## src/rtl/basilisk_pkg.sv

```systemverilog
`default_nettype none
// ============================================================================
// basilisk_pkg : shared constants and types for the Basilisk FP adder
// Rev 1.0
// ============================================================================
package basilisk_pkg;

  localparam int BASILISK_GRS_W = 3;

  localparam logic [2:0] RM_RNE = 3'd0;
  localparam logic [2:0] RM_RTZ = 3'd1;
  localparam logic [2:0] RM_RDN = 3'd2;
  localparam logic [2:0] RM_RUP = 3'd3;
  localparam logic [2:0] RM_RMM = 3'd4;

  localparam int BASILISK_SP_EXP_W = 8;
  localparam int BASILISK_SP_MAN_W = 23;
  localparam int BASILISK_SP_TAG_W = 4;

  typedef struct packed {
    logic                                            sign;
    logic                                            eff_sub;
    logic [BASILISK_SP_EXP_W-1:0]                    exp;
    logic [BASILISK_SP_MAN_W:0]                      big_man;
    logic [BASILISK_SP_MAN_W+BASILISK_GRS_W:0]       small_man;
    logic                                            special;
    logic [BASILISK_SP_EXP_W+BASILISK_SP_MAN_W:0]    special_val;
    logic                                            nv;
    logic [2:0]                                      mode;
    logic [BASILISK_SP_TAG_W-1:0]                    tag;
  } basilisk_add_align_result_t;

endpackage
`default_nettype wire

```

## src/rtl/basilisk_shift_sticky.sv

```systemverilog
`default_nettype none
// ============================================================================
// basilisk_shift_sticky : saturating right shift, lost bits OR into bit 0
// Rev 1.0
// ============================================================================
module basilisk_shift_sticky #(
  parameter int WIDTH = 27,
  parameter int AMT_W = 8
) (
  input  logic [WIDTH-1:0] data_i,
  input  logic [AMT_W-1:0] amt_i,
  output logic [WIDTH-1:0] data_o
);

  logic [WIDTH-1:0] lost_mask;

  always_comb begin
    lost_mask = '0;
    data_o    = '0;
    if (32'(amt_i) >= 32'(WIDTH)) begin
      data_o = {{(WIDTH-1){1'b0}}, |data_i};
    end else begin
      lost_mask = ~({WIDTH{1'b1}} << amt_i);
      data_o    = data_i >> amt_i;
      data_o[0] = data_o[0] | (|(data_i & lost_mask));
    end
  end

endmodule
`default_nettype wire

```

## src/rtl/basilisk_add_align.sv

```systemverilog
`default_nettype none
// ============================================================================
// basilisk_add_align : FP adder front end - compare/swap, align, specials
// Rev 1.0
// ============================================================================
module basilisk_add_align
  import basilisk_pkg::*;
#(
  parameter int EXP_W   = 8,
  parameter int MAN_W   = 23,
  parameter int LATENCY = 2,
  parameter int TAG_W   = 4
) (
  input  logic                       clk,
  input  logic                       rst_n,
  input  logic                       in_valid,
  output logic                       in_ready,
  input  logic                       in_sub,
  input  logic                       in_a_sign,
  input  logic                       in_b_sign,
  input  logic [EXP_W-1:0]           in_a_exp,
  input  logic [EXP_W-1:0]           in_b_exp,
  input  logic [MAN_W-1:0]           in_a_man,
  input  logic [MAN_W-1:0]           in_b_man,
  input  logic                       in_a_nan,
  input  logic                       in_a_snan,
  input  logic                       in_a_inf,
  input  logic                       in_b_nan,
  input  logic                       in_b_snan,
  input  logic                       in_b_inf,
  input  logic [2:0]                 in_mode,
  input  logic [TAG_W-1:0]           in_tag,
  output logic                       out_valid,
  input  logic                       out_ready,
  output logic                       out_sign,
  output logic                       out_eff_sub,
  output logic [EXP_W-1:0]           out_exp,
  output logic [MAN_W:0]             out_big_man,
  output logic [MAN_W+3:0]           out_small_man,
  output logic                       out_special,
  output logic [EXP_W+MAN_W:0]       out_special_val,
  output logic                       out_nv,
  output logic [2:0]                 out_mode,
  output logic [TAG_W-1:0]           out_tag
);

  localparam int SIG_W = MAN_W + 1;
  localparam int ALN_W = SIG_W + BASILISK_GRS_W;
  localparam int VAL_W = 1 + EXP_W + MAN_W;
  localparam logic [EXP_W-1:0] EXP_ONE = {{(EXP_W-1){1'b0}}, 1'b1};
  localparam logic [VAL_W-1:0] QNAN    = {1'b0, {EXP_W{1'b1}}, 1'b1, {(MAN_W-1){1'b0}}};

  // Everything except the significand being aligned travels unchanged after stage 1.
  typedef struct packed {
    logic              sign;
    logic              eff_sub;
    logic [EXP_W-1:0]  exp;
    logic [SIG_W-1:0]  big;
    logic              special;
    logic [VAL_W-1:0]  sval;
    logic              nv;
    logic [2:0]        mode;
    logic [TAG_W-1:0]  tag;
  } info_t;

  logic             a_hid, b_hid, b_sign_eff, eff_sub, swap, tie;
  logic [EXP_W-1:0] a_eexp, b_eexp, small_eexp;
  info_t            s1_info_d;
  logic [SIG_W-1:0] s1_small_d;
  logic [EXP_W-1:0] s1_shamt_d;

  always_comb begin
    a_hid      = |in_a_exp;
    b_hid      = |in_b_exp;
    a_eexp     = a_hid ? in_a_exp : EXP_ONE;
    b_eexp     = b_hid ? in_b_exp : EXP_ONE;
    b_sign_eff = in_b_sign ^ in_sub;
    eff_sub    = in_a_sign ^ b_sign_eff;
    swap       = {in_b_exp, in_b_man} > {in_a_exp, in_a_man};
    tie        = {in_b_exp, in_b_man} == {in_a_exp, in_a_man};

    s1_info_d         = '0;
    s1_info_d.eff_sub = eff_sub;
    s1_info_d.sign    = (tie && eff_sub) ? (in_mode == RM_RDN)
                                         : (swap ? b_sign_eff : in_a_sign);
    s1_info_d.exp     = swap ? b_eexp : a_eexp;
    s1_info_d.big     = swap ? {b_hid, in_b_man} : {a_hid, in_a_man};
    s1_info_d.mode    = in_mode;
    s1_info_d.tag     = in_tag;
    small_eexp        = swap ? a_eexp : b_eexp;
    s1_small_d        = swap ? {a_hid, in_a_man} : {b_hid, in_b_man};
    s1_shamt_d        = s1_info_d.exp - small_eexp;

    if (in_a_nan || in_b_nan) begin
      s1_info_d.special = 1'b1;
      s1_info_d.sval    = QNAN;
      s1_info_d.nv      = in_a_snan | in_b_snan;
    end else if (in_a_inf && in_b_inf && eff_sub) begin
      s1_info_d.special = 1'b1;
      s1_info_d.sval    = QNAN;
      s1_info_d.nv      = 1'b1;
    end else if (in_a_inf) begin
      s1_info_d.special = 1'b1;
      s1_info_d.sval    = {in_a_sign, {EXP_W{1'b1}}, {MAN_W{1'b0}}};
    end else if (in_b_inf) begin
      s1_info_d.special = 1'b1;
      s1_info_d.sval    = {b_sign_eff, {EXP_W{1'b1}}, {MAN_W{1'b0}}};
    end
  end

  // in_ready stays low until the first edge after reset is released.
  logic run_q;
  always_ff @(posedge clk or negedge rst_n) begin
    if (!rst_n) run_q <= 1'b0;
    else        run_q <= 1'b1;
  end

  logic             st1_ready;
  logic             out_v;
  info_t            out_info;
  logic [ALN_W-1:0] out_aligned;

  generate
    if (LATENCY == 1) begin : g_lat1
      logic             v_q;
      info_t            info_q;
      logic [ALN_W-1:0] aligned_q;
      logic [ALN_W-1:0] aligned_d;

      basilisk_shift_sticky #(.WIDTH(ALN_W), .AMT_W(EXP_W)) u_shift (
        .data_i ({s1_small_d, {BASILISK_GRS_W{1'b0}}}),
        .amt_i  (s1_shamt_d),
        .data_o (aligned_d)
      );

      assign st1_ready = !v_q || out_ready;

      always_ff @(posedge clk or negedge rst_n) begin
        if (!rst_n) begin
          v_q       <= 1'b0;
          info_q    <= '0;
          aligned_q <= '0;
        end else if (st1_ready) begin
          v_q       <= in_valid && run_q;
          info_q    <= s1_info_d;
          aligned_q <= aligned_d;
        end
      end

      assign out_v       = v_q;
      assign out_info    = info_q;
      assign out_aligned = aligned_q;
    end else begin : g_lat2
      logic             v1_q, v2_q;
      info_t            info1_q, info2_q;
      logic [SIG_W-1:0] small1_q;
      logic [EXP_W-1:0] shamt1_q;
      logic [ALN_W-1:0] aligned_d, aligned2_q;
      logic             st2_ready;

      basilisk_shift_sticky #(.WIDTH(ALN_W), .AMT_W(EXP_W)) u_shift (
        .data_i ({small1_q, {BASILISK_GRS_W{1'b0}}}),
        .amt_i  (shamt1_q),
        .data_o (aligned_d)
      );

      assign st2_ready = !v2_q || out_ready;
      assign st1_ready = !v1_q || st2_ready;

      always_ff @(posedge clk or negedge rst_n) begin
        if (!rst_n) begin
          v1_q     <= 1'b0;
          info1_q  <= '0;
          small1_q <= '0;
          shamt1_q <= '0;
        end else if (st1_ready) begin
          v1_q     <= in_valid && run_q;
          info1_q  <= s1_info_d;
          small1_q <= s1_small_d;
          shamt1_q <= s1_shamt_d;
        end
      end

      always_ff @(posedge clk or negedge rst_n) begin
        if (!rst_n) begin
          v2_q       <= 1'b0;
          info2_q    <= '0;
          aligned2_q <= '0;
        end else if (st2_ready) begin
          v2_q       <= v1_q;
          info2_q    <= info1_q;
          aligned2_q <= aligned_d;
        end
      end

      assign out_v       = v2_q;
      assign out_info    = info2_q;
      assign out_aligned = aligned2_q;
    end
  endgenerate

  assign in_ready        = run_q && st1_ready;
  assign out_valid       = out_v;
  assign out_sign        = out_info.sign;
  assign out_eff_sub     = out_info.eff_sub;
  assign out_exp         = out_info.exp;
  assign out_big_man     = out_info.big;
  assign out_small_man   = out_aligned;
  assign out_special     = out_info.special;
  assign out_special_val = out_info.sval;
  assign out_nv          = out_info.nv;
  assign out_mode        = out_info.mode;
  assign out_tag         = out_info.tag;

endmodule
`default_nettype wire

```

## config.mk

```make
export PLATFORM = sky130hd
export DESIGN_NAME = basilisk_add_align
export DESIGN_NICKNAME = d
export VERILOG_FILES = /design/src/rtl/basilisk_pkg.sv /design/src/rtl/basilisk_shift_sticky.sv /design/src/rtl/basilisk_add_align.sv
export SDC_FILE = /design/constraint.sdc
export NUM_CORES = 1
export LEC_CHECK = 0
export BUFFER_PORTS_ARGS = -buffer_cell sky130_fd_sc_hd__buf_2
export CORE_ASPECT_RATIO = 0.8
export CORE_UTILIZATION = 58
export DETAILED_ROUTE_END_ITERATION = 16
export GPL_ROUTABILITY_DRIVEN = 0
export GPL_TIMING_DRIVEN = 0
export PLACE_DENSITY_LB_ADDON = 0.1
export SYNTH_ARGS = -nofsm -noshare
export SYNTH_HDL_FRONTEND = slang
export SYNTH_SLANG_ARGS = --single-unit
export TNS_END_PERCENT = 5
```

## constraint.sdc

```tcl
create_clock -name clk -period 3.4 [get_ports clk]
set_input_delay 0.17 -clock clk [delete_from_list [all_inputs] [get_ports clk]]
set_output_delay 0.17 -clock clk [all_outputs]
set_load 0.03 [all_outputs]
```

# After elaboration in Yosys (flattened, before gate mapping)
# Index checks and enable logic that the tools add are counted.
dict set report totals {
  word_cells 65
  register_bits 212
  out_inout_bits 104
  in_bits 82
}
dict set report op_classes {
  muxes 14
  add_sub_neg 1
  n_reduce_logical 14
  shifts 2
  bitwise_logic 6
  n_eq_ne 2
  n_lt_le_gt_ge 2
}
# cell n
set ops {}
lappend ops {{two-way mux 33 bit} 3}
lappend ops {{two-way mux 24 bit} 2}
lappend ops {{two-way mux 34 bit} 1}
lappend ops {{two-way mux 8 bit} 4}
lappend ops {{== test 31 bit} 1}
lappend ops {{greater-than comparator 31 bit} 1}
lappend ops {{AND 27 bit} 1}
lappend ops {{two-way mux 27 bit} 1}
lappend ops {{inverter 27 bit} 1}
lappend ops {{OR reduction 27 bit} 1}
lappend ops {{<< shifter 27 x 8 -> 27 bit (first input constant)} 1}
lappend ops {{>> shifter 27 x 8 -> 27 bit} 1}
lappend ops {{OR reduction 24 bit} 1}
lappend ops {{OR reduction 8 bit} 2}
lappend ops {{greater-or-equal comparator 8 x 5 -> 1 bit (second input constant)} 1}
lappend ops {{subtractor 8 bit} 1}
lappend ops {{logical AND 1 bit} 5}
lappend ops {{== test 3 x 2 -> 1 bit (second input constant)} 1}
lappend ops {{logical OR 1 bit} 3}
lappend ops {{two-way mux 1 bit} 3}
lappend ops {{zero test 1 bit} 2}
lappend ops {{bitwise OR 1 bit} 2}
lappend ops {{bitwise XOR 1 bit} 2}

# Logic depth before layout (Yosys ltp)
dict set report depth {
  ltp_word 6
  mapped_depth 19
  depth_no_buf 18
}

# By module
# From an unflattened synthesis, not the netlist that was laid out.
dict set report unflattened {
  hier_cells 1120
  area_unflattened_um2 9784.4
}
# module area_per_inst_um2 seq_area_each_um2 n_inst cells_per_inst
set by_module_without_submodules {}
lappend by_module_without_submodules {basilisk_add_align 7708.6 3803.6 1 838}
lappend by_module_without_submodules {basilisk_shift_sticky 2075.7 0.0 1 282}

# Worst setup path after synthesis
# Ideal clock, no wire load.
dict set report synth_path {
  kind {input to register}
  start {input in_a_man[22]}
  end {register g_lat2.shamt1_q[6]}
  cell_stages 18
  setup_time_ns 0.132
  path_slack_ns -0.011
  n_path_buf 1
  t_arrival_ns 3.280
  cell_sequence {inv_1 ha_1 nand4_1 nor4_1 o21ai_1 a31o_1 clkbuf_1 nor2_1 mux2_2 ha_1 fa_1 nor2b_1 o21ai_0 nand2b_1 a21o_1 a21oi_1 xor2_1 o21ai_1}
}
dict set report synth_via {
  elab_chain_cells 3
}
# element line
set synth_rtl {}
lappend synth_rtl {{start: declaration} basilisk_add_align.sv:23} ;# input logic [MAN_W-1:0] in_a_man,
lappend synth_rtl {{greater-than comparator 31 bit (*)} basilisk_add_align.sv:79} ;# swap = {in_b_exp, in_b_man} > {in_a_exp, in_a_man};
lappend synth_rtl {{two-way mux 8 bit (on tied branches)} {basilisk_add_align.sv:86, basilisk_add_align.sv:90}}
lappend synth_rtl {{subtractor 8 bit (*)} basilisk_add_align.sv:92} ;# s1_shamt_d = s1_info_d.exp - small_eexp;
lappend synth_rtl {{end signal: assignment} basilisk_add_align.sv:180} ;# shamt1_q <= s1_shamt_d;
lappend synth_rtl {{end: declaration} basilisk_add_align.sv:157} ;# logic [EXP_W-1:0] shamt1_q;
# Every way passes the cells marked *; elsewhere a longest branch is shown, timed or not.
# A chain may end at the register's enable or synchronous reset.

# Worst setup path in the final report
# Same ends and word-level chain as after synthesis.

==> metrics.cfg <==
[outcome]
status = finished, final reports clean

[synth]
synth_cell_types = 62
synth_edf_count = 0
synth_warnings = 0
async_flop_share = 1.000
synth_area_leaders = dfrtp_1, nand2_1, a21oi_1, ha_1, o21ai_0
yosysTopAreaCellShare = 0.4031
ys.flop_type = dfrtp_1
synthCells = 1150
syn_avg_cell_area_um2 = 8.206
netlist_area_um2 = 9437
yosysTopAreaCell = dfrtp_1
ys_ff_latch = 152
ys_seq_area_frac = 0.4031

[timing]
finalSetupViolations = 0
worst_slew_pin_slew_ns = 1.066
fin_worst_skew_ns = 0.009371
min_period_over_period = 0.9517
slew_headroom = 0.2828
final-hold-violation-count = 0
setup_tns_ns = 0
hold_ws_ns = 0.01290
clock.fmax_ghz = 0.3091
drv_slew = 0
period_minus_slack_ns = 3.236

[floorplan]
die_w_um = 144.6
core_area_um2 = 15850
die_y_um = 116.1
rows = 41
fp.dieArea_um2 = 16790
initial_core_util = 0.5953
ios = 186

[power]
power_frac_clock = 0.274
power.internal_mw = 4.397
powerDensity_nw_per_um2 = 654.5
switching_share = 0.4131
power.leakage_nw = 5.453
irDropWorstVdd_mv = 0.4389
p_comb_frac = 0.409
switchingPower_mw = 3.094
seq_power_share = 0.316

[placed_design]
portBuffers = 163
detailed_place_hpwl_um = 22490
dp.cells = 1550
place_area_um2 = 10640

[grt]
antenna_found_initial = 1
grtUsageTotal = 0.3763
grt_pass1_vias = 8964
grt-ovfl-total = 0
grt_max_degree = 101
grt_pass1_wl_um = 47470

[finish]
syn2layout_area_growth_pct = 21.29
fillers = 1288
fin_area_um2 = 11450
drive_above_1_share = 0.2087
post-route-util = 0.7221
fin_nets = 1484
instances_no_fill = 1591

[hold_path]
min_path_type = input port to flop

[clocking]
clock_latency_ns = 0.44
cts_tree = yes
cts_sinks = 152
htreeDepth = 4
clockBufferDepth = 2
cts_buffers = 17
clkTransAtPathRegs_ns = 0.07
cts-root-buf = clkbuf_16

[worst_setup_path]
setup.worst_path.class = input port to flop
crit_arrival_ns = 3.53
critical_path.max_fanout = 9
end_kind = flop
worstSetupStartpointType = input port
cp.required_ns = 3.69

[flow_run]
maxCapViolations = 0

[detailed_routing]
drt-total-wl_um = 30620
dr.first_iter.drc_count = 1468
via_per_inst = 6.172
ant_nets = 0
vias = 9820
drc_errors = 0
drt_pre_antenna_iters = 7
drt-wirelength-per-cell_um = 19.24

==> per-stage QoR <==
stage / setup slack, ns / power, mW
finish: 0.1643 / 7.492
global route: -0.001868 / 7.830
CTS: 0.02238 / 7.338
detailed placement: -0.6866 / 5.281
global placement: -0.6136 / 5.224
floorplan: 0.02907 / 4.398
==> cells in the mapped netlist (5+ instances only) <==
cell type / number
mux4_2: 11
nor3_1: 23
clkbuf_1: 59
nand3_1: 13
nand2_1: 213
dfrtp_1: 152
nand4_1: 13
a31oi_1: 59
o21ai_1: 15
nand2b_1: 7
and2_1: 7
o21ai_0: 90
mux2i_1: 18
mux2_2: 13
a22o_1: 12
nor4_1: 11
o31ai_1: 6
buf_2: 9
inv_1: 44
a211oi_1: 7
a21oi_1: 110
buf_1: 10
o211ai_1: 5
nor2_1: 99
buf_4: 35
ha_1: 38
==> cell families after synthesis <==
logic type / after synthesis / share of synthesized area
flops: 152 / 0.4031
compound gates: 345 / 0.2145
mux: 42 / 0.06086
other cells: 2 / 0.0007958
fa+ha+maj: 40 / 0.05357
xor+xnor: 8 / 0.007424
buf+inv: 157 / 0.07757
simple gates: 404 / 0.1822
==> flip-flops by register name, indices dropped and copies added, names as in the netlist <==
| signal | cells |
|---|---|
| out_nv | 1 |
| g_lat2.info1_q | 45 |
| out_tag | 4 |
| out_mode | 3 |
| out_special_val | 3 |
| out_big_man | 24 |
| out_sign | 1 |
| g_lat2.shamt1_q | 8 |
| out_eff_sub | 1 |
| out_exp | 8 |
| g_lat2.small1_q | 24 |
| out_small_man | 27 |
| g_lat2.v1_q | 1 |
| run_q | 1 |
| out_valid | 1 |
==> layout make-up <==
type / instances / area (um2) / area share
inverters: 44 / 165.2 / 0.01443
plain buffers: 111 / 568.0 / 0.04963
flip-flops and latches: 152 / 3804 / 0.3323
clock buffers: 18 / 429.2 / 0.03749
well taps: 215 / 269.0 / 0.02350
clock inverters: 13 / 195.2 / 0.01705
repair buffers: 175 / 952.2 / 0.08319
multi-input cells: 862 / 5061 / 0.4422
diodes: 1 / 2.502 / 0.0002186
==> metal layers <==
metal	wire, um	global-route usage	part of all wire	vias to the layer above
li1	-	-	-	4437
met1	12740	0.5265	0.42	4592
met2	12830	0.5385	0.42	685
met3	4084	0.1149	0.13	106
met4	966	0.1635	0.032	0
met5	0	0	0	-
==> worst paths after layout <==
| kind | start | end | slack (ns) | cells past startpoint |
|---|---|---|---|---|
| max in group asynchronous | rst_n | out_small_man[8]$_DFFE_PN0P_ | 2.29 | 3 |
| max reg2reg | g_lat2.shamt1_q[7]$_DFFE_PN0N_ | out_small_man[24]$_DFFE_PN0P_ | 0.44 | 6 |
| max | in_a_man[22] | g_lat2.shamt1_q[6]$_DFFE_PN0N_ | 0.16 | 19 |
| min reg2reg | out_big_man[10]$_DFFE_PN0P_ | out_big_man[10]$_DFFE_PN0P_ | 0.46 | 2 |
| min in group asynchronous | rst_n | out_big_man[9]$_DFFE_PN0P_ | 0.24 | 2 |
| min | in_b_man[12] | g_lat2.small1_q[12]$_DFFE_PN0N_ | 0.01 | 3 |
==> power groups by stage <==
stage	registers, mW	clock network [mW]	logic (mW)
floorplan	2.57	0	1.83
global placement	2.38	0	2.85
detailed placement	2.38	0	2.90
CTS	2.36	2.05	2.94
global route	2.40	2.14	3.29
finish	2.37	2.05	3.07
==> cells in the final DEF, fill, tap and decap left out, types with 4 or more instances in the layout <==
master           n
buf_4           39
clkbuf_16       17
inv_1           44
a211oi_1         6
clkbuf_1        55
dlygate4sd3_1    8
bufinv_16        4
buf_1           10
nor2_1          98
o21a_1           4
o211ai_1         5
nand2_1        212
o22ai_1          4
mux2_2          13
nand2b_1         7
a22oi_1          4
o21ai_1         13
o21ai_0         89
nand3_1         13
a21oi_1        110
xor2_1           4
nor2b_1          4
ha_1            38
buf_2          171
mux4_2          11
dfrtp_1        152
a31oi_1         58
conb_1          23
mux2i_1         18
a22o_1          12
nor4_1           9
nor3_1          21
or3_1            4
o31ai_1          6
nand4_1         13
xnor2_1          4
nor3_2           4
and2_1           6
==> worst max-delay path, stage by stage <==
cell,delay (ns)
buf_2,0.12
inv_1,0.05
ha_1,0.31
nand4_1,0.09
buf_4,0.17
nor4_4,0.33
o21ai_2,0.13
a31o_4,0.30
nor2_4,0.14
mux2_2,0.34
ha_1,0.23
fa_1,0.42
nor2b_1,0.14
o21ai_0,0.08
nand2b_1,0.11
a21o_1,0.12
a21oi_1,0.07
xor2_1,0.14
o21ai_1,0.07
==> timing repair <==
action                                  4_1_cts  5_1_grt
pin swaps                                     3        5
endpoints found under the hold margin        59        0
buffers inserted                              1        2
endpoints found under the setup margin        3        4
gates resized for setup                       7       20
hold buffers                                  8        0
(Power assumes the default switching activity.)
